File: src/rtl/serial_add_sequencer.sv
// rtl/serial_add_sequencer.sv - bit-serial add/sub sequencer driving an external 1-bit full-adder slice
module serial_add_sequencer #(
    parameter int WIDTH = 4
) (
    input  logic             clk,
    input  logic             rst_n,
    input  logic             start,
    input  logic             sub,
    input  logic [WIDTH-1:0] a,
    input  logic [WIDTH-1:0] b,
    output logic             fa_a,
    output logic             fa_b,
    output logic             fa_cin,
    input  logic             fa_sum,
    input  logic             fa_cout,
    output logic             busy,
    output logic             done,
    output logic [WIDTH-1:0] sum,
    output logic             cout,
    output logic             ovf
);

    localparam int CW = (WIDTH > 1) ? $clog2(WIDTH) : 1;

    typedef enum logic [1:0] {
        IDLE = 2'd0,
        RUN  = 2'd1,
        DONE = 2'd2
    } state_t;

    state_t           state;
    state_t           state_nx;
    logic [WIDTH-1:0] sh_a;
    logic [WIDTH-1:0] sh_b;
    logic [WIDTH-1:0] acc;
    logic             carry;
    logic [CW-1:0]    cnt;
    logic             last_bit;

    assign last_bit = (cnt == CW'(WIDTH - 1));

    always_ff @(posedge clk or negedge rst_n) begin
        if (!rst_n) begin
            state <= IDLE;
        end else begin
            state <= state_nx;
        end
    end

    always_comb begin
        state_nx = state;
        case (state)
            IDLE:    if (start) state_nx = RUN;
            RUN:     if (last_bit) state_nx = DONE;
            DONE:    state_nx = IDLE;
            default: state_nx = IDLE;
        endcase
    end

    // Subtraction is a + ~b + 1: the +1 enters through the initial carry.
    always_ff @(posedge clk or negedge rst_n) begin
        if (!rst_n) begin
            sh_a  <= '0;
            sh_b  <= '0;
            acc   <= '0;
            carry <= 1'b0;
            cnt   <= '0;
            sum   <= '0;
            cout  <= 1'b0;
            ovf   <= 1'b0;
        end else begin
            case (state)
                IDLE: begin
                    if (start) begin
                        sh_a  <= a;
                        sh_b  <= sub ? ~b : b;
                        carry <= sub;
                        cnt   <= '0;
                        acc   <= '0;
                    end
                end
                RUN: begin
                    acc   <= {fa_sum, acc[WIDTH-1:1]};
                    carry <= fa_cout;
                    sh_a  <= sh_a >> 1;
                    sh_b  <= sh_b >> 1;
                    cnt   <= cnt + CW'(1);
                    if (last_bit) begin
                        sum  <= {fa_sum, acc[WIDTH-1:1]};
                        cout <= fa_cout;
                        // carry still holds the carry into the MSB here
                        ovf  <= carry ^ fa_cout;
                    end
                end
                default: ;
            endcase
        end
    end

    assign busy   = (state == RUN);
    assign done   = (state == DONE);
    assign fa_a   = busy & sh_a[0];
    assign fa_b   = busy & sh_b[0];
    assign fa_cin = busy & carry;

endmodule

File: config.mk
export PLATFORM = sky130hd
export DESIGN_NAME = serial_add_sequencer
export DESIGN_NICKNAME = d
export VERILOG_FILES = /design/src/rtl/serial_add_sequencer.sv
export SDC_FILE = /design/constraint.sdc
export NUM_CORES = 1
export LEC_CHECK = 0
export ABC_AREA = 1
export BUFFER_PORTS_ARGS = -buffer_cell sky130_fd_sc_hd__buf_2
export CAP_MARGIN = 20
export CORE_MARGIN = 1.5
export CORE_UTILIZATION = 44
export DETAILED_ROUTE_END_ITERATION = 16
export PLACE_DENSITY = 0.71
export SETUP_SLACK_MARGIN = 0.15
export SLEW_MARGIN = 20
export SYNTH_ARGS = -nofsm -noshare
export SYNTH_HDL_FRONTEND = slang
export SYNTH_SLANG_ARGS = --single-unit
File: constraint.sdc
create_clock -name clk -period 2.3 [get_ports clk]
set_clock_uncertainty 0.05 [all_clocks]
set_input_delay 0.46 -clock clk [delete_from_list [all_inputs] [get_ports clk]]
set_output_delay 0.46 -clock clk [all_outputs]
set_load 0.01 [all_outputs]
==> impl_results.md, run 1 <==
- First-pass GRT wire length: 3440 um
- Required @ worst endpoint: 1790 ps
- CTS Sinks: 22
- Maximum single-stage delay on the critical path: 450 ps
- Total area of multi-input combinational cells: 404 um2
- Clock latency at the later pin of the worst-skew pair: 300 ps
- Detailed-route DRC error count: 0
- Final Cycle Share: 81.6%
- Dominant delay contributor by cell family on the critical path: flip-flops
- R2R Path End: ovf
- Fraction of registers with async set/reset: 100%
- Biggest fanout along the worst timing path: 11
- Quantity of I/O buffers inserted on ports: 24
- GRT Residual Overflow: 0
- Main area contributors after synthesis: dfrtp_1 (54%), nand2_1 (17%), nand3_1 (12%), inv_1 (3.7%), buf_4 (2.2%)
- Synthesized net count: 140
- Status: finished, final reports clean
- Post-CTS Setup Inserts: 0
- Total detailed-routing wirelength: 1970 um
- Setup Viol. Count Final: 0
- Number of hold violations in the final report: 0
- Number of distinct library cells after synthesis: 14
- Hold slack final: 52.2 ps
- Placeable Area: 2210 um2
- Flip-flop and latch area: 551 um2
- Seq/Total Area, Yosys: 53.8%
- Data arrival at the endpoint of the critical path: 1370 ps
- R2r worst-path depth: 6
- Combined area of all synthesized cells: 1020 um2
- Largest net degree at the start of global routing: 23
- Power after layout: 1450 uW
- Cells resized by post-CTS repair: 0
- X dimension of the die: 51.2 um
- Core Rows: 17
- Slew of the pin with the lowest slew margin: 488 ps
- Final antenna-violating net count: 0
- Layout cell share with drive strength beyond 1: 22.0%
- Via count: 883
- H-tree lvl count: 1
- Post-DP HPWL: 1440 um
- Max transition margin: 67.5%
- Die Y-Extent: 51.2 um
- Vias per cell: 4.96
- Number of warnings printed during yosys synthesis: 0
- Library cell used as clock root buffer: clkbuf_4
- Fmax: 533 MHz
- Global placer's final weighted congestion: 0.760
- Initial antenna violation count: 0
- Signed area change from the synthesized netlist to the final layout: 16.7%
- Type of origin of the critical path: flop
- Critical path buffer and inverter count: 2
- Worst ir drop on vdd: 0.000443 V
- Slew Viols, Final: 0
- Average footprint of a synthesized cell: 8.19 um2
- Post-synth top area cell: dfrtp_1
- Tmin final: 1880 ps
- Most common cell in the netlist: nand2_1
- First-pass iteration count of the detailed router: 4
- Path class of the lowest-slack min-delay path: input port to async pin
- Number of inserted diodes: 0
- Area of the die: 2620 um2
- Total of hold buffers inserted after clock tree synthesis: 0
- Type of the worst setup path: flop to primary output
- Cells after synthesis: 125
- Effective utilization at floorplan: 46.3%
- Leading post-synthesis cells by instance count: nand2_1 (46), nand3_1 (25), dfrtp_1 (22)
- TritonCTS clock tree: built
- Total number of nets in the final design: 166
- Reg-to-reg slack, setup: 900 ps
- Longest Clk Path Bufs: 2
- Count of flip-flops with a built-in enable after synthesis: 0
- Area fraction of the dominant cell type after synthesis: 53.8%
- List of cells traversed by the critical path: inv_2, nand2_1, nor2_1, buf_2
- Routed wire per std cell: 11.1 um
- #FFs+latches synth: 22
- Startpoint of the worst-slack reg-to-reg timing path: state[1]
- Number of filler instances in the final layout: 222
- CP Capture Type: primary output
- TritonCTS buffer count: 3
- Unrepaired setup endpoints after global routing: false
- Lkg Pwr: 0.000670 uW
- Clock Pin Slew Worst Setup and Hold Paths: 120 ps
- Count of max-cap constraint violations: 0
- Violation count after the first detailed-routing iteration: 16
- Via count of the first global-routing pass: 854
- Gr usage total: 17.3%
- Top FF cell, synth: dfrtp_1
- Aggregate negative setup slack: 0 ps
- Pwr Density: 1220 nW/um2
- Cell with the largest stage delay on the worst path: dfrtp_1
- Count of boundary I/O pins: 25
## cell usage in the layout, fill, tap and decap left out, drive strengths merged
cell type / netlist / final
nand2: 47 / 47
o21ai: 5 / 5
inv: 11 / 11
xor2: 2 / 2
ha: 1 / 1
dfrtp: 22 / 22
nand3: 25 / 25
clkbuf: 0 / 4
buf: 4 / 25
nor2: 8 / 8
## cells by family (layout without fill, tap and decap cells)
logic type / after synthesis / in the layout / synth area share (%)
AND/OR/NAND/NOR: 80 / 80 / 34.1
AO/OA/AOI/OAI: 5 / 5 / 2.44
XOR/XNOR: 2 / 2 / 1.71
flip-flops: 22 / 22 / 53.8
buffers and inverters: 15 / 40 / 6.72
adder cells (fa/ha/maj): 1 / 1 / 1.22
## final cells by class
type	instances	share of cell area, %
clock buffers	4	3.04
inverters	11	3.46
multi-input cells	88	33.8
flip-flops and latches	22	46.1
well taps	28	2.93
repair buffers	25	10.7
## flip-flops by register name, indices dropped and copies added (netlist names)
signal,cells
ovf,1
cnt,2
cout,1
sum,4
acc,3
state,2
sh_b,4
carry,1
sh_a,4
## power breakdown
group	internal [uW]	total, uW	leakage (uW)	switching, uW
combinational	220	598	0.000367	378
clock	96.5	206	0.0000210	110
sequential	551	648	0.000281	97.1
total	867	1450	0.000670	585
## worst reg2reg max path, cell delays in order (launching register included)
cell and delay [ps]:
dfrtp_1 450, inv_2 90, nand2_1 230, buf_4 270
nor2_4 140, nand2_1 70, nand2_1 50
## layer usage
metal	global-route usage, %	up-vias	share of wire, %	wire [um]
met4	9.21	0	0.81	16
met2	28.8	20	49	963
li1	-	442	-	-
met5	0	-	0	0
met1	22.1	419	46	908
met3	1.75	2	4.2	83
## through the flow
| stage | util [%] | area [um2] | worst slack [ps] | cells |
|---|---|---|---|---|
| floorplan | - | 1020 | 925 | 125 |
| global placement | 52.4 | 1160 | 756 | 174 |
| detailed placement | 52.4 | 1160 | 772 | 174 |
| CTS | 54.0 | 1190 | 409 | 178 |
| global route | 54.0 | 1190 | 304 | 178 |
| finish | 54.0 | 1190 | 424 | 178 |
## how the worst max path moves through the flow
stage / startpoint / to / slack (ps) / depth (start not counted)
final: state[1] / fa_b / 420 / 4
after global routing: state[1] / fa_cin / 300 / 4
after CTS: state[1] / fa_b / 410 / 4
after detailed placement: state[1] / fa_b / 770 / 4
after global placement: state[1] / fa_b / 760 / 4
after floorplan: state[1] / fa_a / 930 / 4
Power figures use the tool's default switching activity.
==> inputs of run 2 (changes only) <==
Settings changed: PLACE_DENSITY 0.71 to 0.73.
Clock period 2.3 ns to 1.5 ns, I/O delays scaled along.
==> run 2 against run 1 <==
The flow now finishes with violations (setup timing). Via count grew 11%. Combinational power grew 150%. Setup slack lost 440 ps. Global-route usage grew 3.0 points. Final area grew 18%.
==> impl_results.md, run 2 (synthesis gave the netlist of run 1 again) <==
- Status: finished, violations left
- Violated checks: setup timing
- Routed wire per std cell: 12.4 um (+12%)
- Reg-to-reg slack, setup: 180 ps (-720 ps)
- Global placer's final weighted congestion: 0.800 (+5.2%)
- Quantity of I/O buffers inserted on ports: 24 (unchanged)
- Clock Pin Slew Worst Setup and Hold Paths: 120 ps (about the same)
- Post-DP HPWL: 1470 um (+2.3%)
- Unrepaired setup endpoints after global routing: true
- Dominant delay contributor by cell family on the critical path: flip-flops
- Via count: 980 (+11%)
- H-tree lvl count: 1 (unchanged)
- Total area of multi-input combinational cells: 455 um2 (+13%)
- Power after layout: 2790 uW (+92%)
- Number of filler instances in the final layout: 187 (-16%)
- CTS Sinks: 22 (unchanged)
- Hold Crit Depth: 3
- Most common cell after layout, fill and taps aside: nand2_1
- Smallest setup slack after layout: -18.0 ps (-442 ps)
- Placeable Area: 2210 um2 (unchanged)
- Total number of nets in the final design: 184 (+11%)
- TritonCTS buffer count: 3 (unchanged)
- Count of boundary I/O pins: 25 (unchanged)
- Cell with the largest stage delay on the worst path: dfrtp_1
- Destination of the worst hold path: sh_a[3]
- Count of max-cap constraint violations: 0 (unchanged)
- Data arrival at the endpoint of the critical path: 1170 ps (-200 ps)
- Path class of the lowest-slack min-delay path: input port to flop
- Type of the worst setup path: flop to primary output
- Largest net degree at the start of global routing: 23 (unchanged)
- Tmin final: 1520 ps
- Core Rows: 17 (unchanged)
- Via count of the first global-routing pass: 953 (+12%)
- Initial antenna violation count: 0 (unchanged)
- Setup Viol. Count Final: 4 (+4)
- Detailed-route DRC error count: 0 (unchanged)
- Layout cell share with drive strength beyond 1: 35.1% (+13 points)
- Final antenna-violating net count: 0 (unchanged)
- First-pass GRT wire length: 3950 um (+15%)
- Die Y-Extent: 51.2 um (unchanged)
- First-pass iteration count of the detailed router: 4 (unchanged)
- Total detailed-routing wirelength: 2440 um (+24%)
- Gr usage total: 20.2% (+3.0 points)
- Required @ worst endpoint: 1150 ps (-640 ps)
- Critical path buffer and inverter count: 3 (+1)
- List of cells traversed by the critical path: buf_4, buf_6, nor2_4, buf_6
- Maximum single-stage delay on the critical path: 430 ps (-20 ps)
- R2R Path End: sh_b[2]
- Count of cell instances traversed by the critical path: 4 (unchanged)
- Effective utilization at floorplan: 46.3% (unchanged)
- Number of hold violations in the final report: 0 (unchanged)
- Library cell appearing most often on the critical path: buf_6
- Area of the die: 2620 um2 (unchanged)
- Library cell used as clock root buffer: clkbuf_4
- Hold_sp: a[3]
- Type of origin of the critical path: flop
- Worst ir drop on vdd: 0.00106 V (+140%)
- CP Capture Type: primary output
- R2r worst-path depth: 7 (+1)
- Violation count after the first detailed-routing iteration: 30 (+14)
- Registers with the most flip-flops: sh_a (4), sh_b (4), sum (4)
- Signed area change from the synthesized netlist to the final layout: 37.9%
- Number of inserted diodes: 0 (unchanged)
- Flip-flop and latch area: 551 um2 (unchanged)
- Startpoint of the worst-slack reg-to-reg timing path: state[0]
- Biggest fanout along the worst timing path: 3 (-8)
- Lkg Pwr: 0.000766 uW (+14%)
- Slew of the pin with the lowest slew margin: 478 ps (-9.56 ps)
- GRT Residual Overflow: 0 (unchanged)
- Final Cycle Share: 101%
- X dimension of the die: 51.2 um (unchanged)
- Longest Clk Path Bufs: 2 (unchanged)
- Most frequent cells in the layout: nand2_1 (44), nand3_1 (24), dfrtp_1 (22), buf_2 (22), buf_4 (14)
- Vias per cell: 5.00 (+0.79%)
- Slew Viols, Final: 0 (unchanged)
- Clock latency at the later pin of the worst-skew pair: 310 ps (about the same)
- Hold slack final: 133 ps (+80.5 ps)
- TritonCTS clock tree: built
- Max transition margin: 68.1% (+0.64 points)
- Fmax: 659 MHz
- Pwr Density: 1970 nW/um2 (+62%)
==> run 2: worst max path at each step <==
| stage | from | end |
|---|---|---|
| 2_1_floorplan | state[1] | fa_a |
| 3_3_place_gp | state[1] | fa_b |
| 3_5_place_dp | state[1] | fa_cin |
| 5_1_grt | state[0] | done |
| 4_1_cts | state[0] | fa_a |
| 6_report | state[0] | done |
==> run 2: cell type report <==
type	count	area share [%]
multi-input combinational	88	32.3
sequential	22	39.0
inverter	11	2.93
tap	28	2.48
clock buffer	4	2.57
timing repair buffer	43	20.7
==> run 2: stage by stage <==
stage | instance area [um2] | setup TNS (ps) | setup WS, ps | util (%) | std cells
global route | 1410 | -201 | -64.7 | 63.8 | 196
CTS | 1330 | 0 | 1.89 | 60.1 | 191
finish | 1410 | -39.1 | -18.0 | 63.8 | 196
global placement | 1180 | 0 | 201 | 53.4 | 177
detailed placement | 1180 | 0 | 157 | 53.4 | 177
floorplan | 1020 | 0 | 285 | - | 125
==> run 2: worst reg2reg max path, stage by stage, from the launching register on <==
cell,delay [ps]
dfrtp_1,410
buf_4,140
nand2_4,70
buf_4,140
buf_4,130
buf_4,150
nand3_1,60
nand3_1,70
==> run 2: metal layers <==
layer  part of all wire, %  wire (um)  track usage, %  vias to the layer above
met5                     0          0               0                        -
met4                   2.2         53            8.33                        0
met3                   5.4        131            3.80                        8
met2                    53       1290            37.7                       37
met1                    39        958            22.4                      453
li1                      -          -               -                      482
==> run 2: timing repair <==
action,4_1_cts,5_1_grt
buffers inserted,9,5
setup endpoints to repair,5,18
gates resized for setup,9,12
hold endpoints to repair,22,0
pin swaps,3,3
hold buffers,1,0
==> run 2: power breakdown <==
part	switching [uW]	internal, uW	total [uW]
Sequential	149	845	993
Combinational	778	688	1470
Clock	177	148	326
==> inputs of run 3 (changes only) <==
Settings changed: PLACE_DENSITY 0.73 to 0.71.
Clock period 1.5 ns to 1.7 ns, I/O delays scaled along.
==> run 3 against run 2 <==
The flow now finishes without violations. Final area shrank 8.2%. Count of clock-buffer cells in the layout is the same. First-iteration DRC count shrank 3.3%. Clock power shrank 13%. Largest power group unchanged. Sequential power shrank 11%. Critical path depth is the same.
==> impl_results.md, run 3 (synthesis gave the netlist of run 1 again) <==
- Status: finished, final reports clean
- Initial antenna violation count: 0 (unchanged)
- Total detailed-routing wirelength: 2240 um (-7.9%)
- X dimension of the die: 51.2 um (unchanged)
- Most common cell after layout, fill and taps aside: nand2_1
- Longest Clk Path Bufs: 2 (unchanged)
- Tmin final: 1550 ps
- Post-DP HPWL: 1570 um (+6.7%)
- Cell internal power dissipation: 1350 uW (-20%)
- Global placer's final weighted congestion: 0.796 (-0.50%)
- Clock Pin Slew Worst Setup and Hold Paths: 120 ps (about the same)
- Final Cycle Share: 91.3%
- Vias per cell: 5.04 (+0.85%)
- Final antenna-violating net count: 0 (unchanged)
- Path class of the lowest-slack min-delay path: input port to flop
- Number of inserted diodes: 0 (unchanged)
- H-tree lvl count: 1 (unchanged)
- Part of the total power dissipated in sequential elements: 39.5% (+3.8 points)
- Slew of the pin with the lowest slew margin: 486 ps (+7.88 ps)
- TritonCTS buffer count: 3 (unchanged)
- Total net switching power: 884 uW (-20%)
- Routed wire per std cell: 11.9 um (-4.5%)
- Unrepaired setup endpoints after global routing: true
- Area of the die: 2620 um2 (unchanged)
- First-pass iteration count of the detailed router: 4 (unchanged)
- Met3 Use GR: 1.75% (-2.0 points)
- Met1 Resource Use GR: 23.2% (+0.87 points)
- Placeable Area: 2210 um2 (unchanged)
- Layout cell share with drive strength beyond 1: 29.8% (-5.3 points)
- Via count: 953 (-2.8%)
- GR Layer Usage met2: 34.4% (-3.2 points)
- Switching part of the total power: 39.5% (-0.11 points)
- First-pass GRT wire length: 3720 um (-5.8%)
- Effective utilization at floorplan: 46.3% (unchanged)
- Count of boundary I/O pins: 25 (unchanged)
- Part of the total power dissipated in the clock network: 12.8% (+1.1 points)
- Via count of the first global-routing pass: 861 (-9.7%)
- Required @ worst endpoint: 1310 ps (+160 ps)
- Signed area change from the synthesized netlist to the final layout: 26.7%
- Biggest fanout along the worst timing path: 5 (+2)
- Lkg Pwr: 0.000721 uW (-5.9%)
- Type of the worst setup path: flop to primary output
- Count of max-cap constraint violations: 0 (unchanged)
- Core Rows: 17 (unchanged)
- Final core utilization: 58.6% (-5.2 points)
- Setup Viol. Count Final: 0 (-4)
- Highest-utilization routing layer at the global route stage: met2
- GRT Residual Overflow: 0 (unchanged)
- Data arrival at the endpoint of the critical path: 1160 ps (about the same)
- Die Y-Extent: 51.2 um (unchanged)
- Clock latency at the later pin of the worst-skew pair: 300 ps (about the same)
- Placed Cells: 177 (unchanged)
- Total number of nets in the final design: 177 (-3.8%)
- CTS Sinks: 22 (unchanged)
- Violation count after the first detailed-routing iteration: 29 (-3.3%)
- Detailed-route DRC error count: 0 (unchanged)
- Worst ir drop on vdd: 0.000894 V (-16%)
- Pwr Density: 1730 nW/um2 (-13%)
- Largest net degree at the start of global routing: 23 (unchanged)
- Number of hold violations in the final report: 0 (unchanged)
- Gr usage total: 19.1% (-1.2 points)
- Max transition margin: 67.6% (-0.53 points)
- Fmax: 644 MHz
- Library cell used as clock root buffer: clkbuf_4
- Aggregate negative setup slack: 0 ps (+39.1 ps)
- Slew Viols, Final: 0 (unchanged)
- CP Capture Type: primary output
- Portion of total power attributed to combinational logic: 47.8% (-4.8 points)
- TritonCTS clock tree: built
- Most frequent cells in the layout: nand2_1 (45), nand3_1 (25), buf_2 (24)
- Hold slack final: 181 ps (+48.6 ps)
- Type of origin of the critical path: flop
- Quantity of I/O buffers inserted on ports: 24 (unchanged)
- Registers with the most flip-flops: sh_a (4), sh_b (4), sum (4)
- Fin cells: 189 (-3.6%)
[run 3: power by group through the flow]
stage / clock network, uW / registers (uW) / logic, uW
after floorplan: 0 / 897 / 570
after global placement: 0 / 879 / 840
after detailed placement: 0 / 894 / 874
after CTS: 295 / 879 / 983
after global routing: 306 / 904 / 1200
final: 285 / 883 / 1070
[run 3: timing repair]
item / in CTS / in global routing
pin swaps: 1 / 2
cloned: 0 / 0
endpoints found under the hold margin: 22 / 0
setup buffers: 4 / 3
resized for setup: 3 / 3
hold buffers: 1 / 0
endpoints found under the setup margin: 4 / 5
[run 3: worst paths after layout]
path | start | endpoint | slack [ps] | cells after the start
worst max-delay path | state[0] | fa_b | 150 | 4
worst min-delay path | a[3] | sh_a[3] | 180 | 3
worst max register to register | state[1] | ovf | 390 | 7
worst min register to register | cout | cout | 450 | 2
max in group asynchronous | rst_n | state[0] | 780 | 2
min in group asynchronous | rst_n | sum[0] | 460 | 2
[run 3: area by class of cell]
class                           instances  area [um2]
Fill cell                             212         916
Sequential cell                        22         552
Multi-Input combinational cell         88         419
Timing Repair Buffer                   36         213
Inverter                               11        41.3
Clock buffer                            4        36.3
Tap cell                               28        35.0
[run 3: worst max-delay path, cell delays in order (launching register included)]
cell and delay [ps]:
dfrtp_2 440, buf_4 150, nand2_4 100, nor2_2 40, buf_2 130
[run 3: metal layers]
metal,up-vias,wire [um]
met5,-,0
met4,0,39
met3,4,66
met2,25,1140
met1,456,997
li1,468,-
[run 3: metrics by stage]
step / area (um2) / setup WS, ps / power (uW)
6_report: 1300 / 147 / 2240
5_1_grt: 1300 / 85.3 / 2410
4_1_cts: 1270 / 135 / 2160
3_5_place_dp: 1180 / 308 / 1770
3_3_place_gp: 1180 / 327 / 1720
2_1_floorplan: 1020 / 445 / 1470
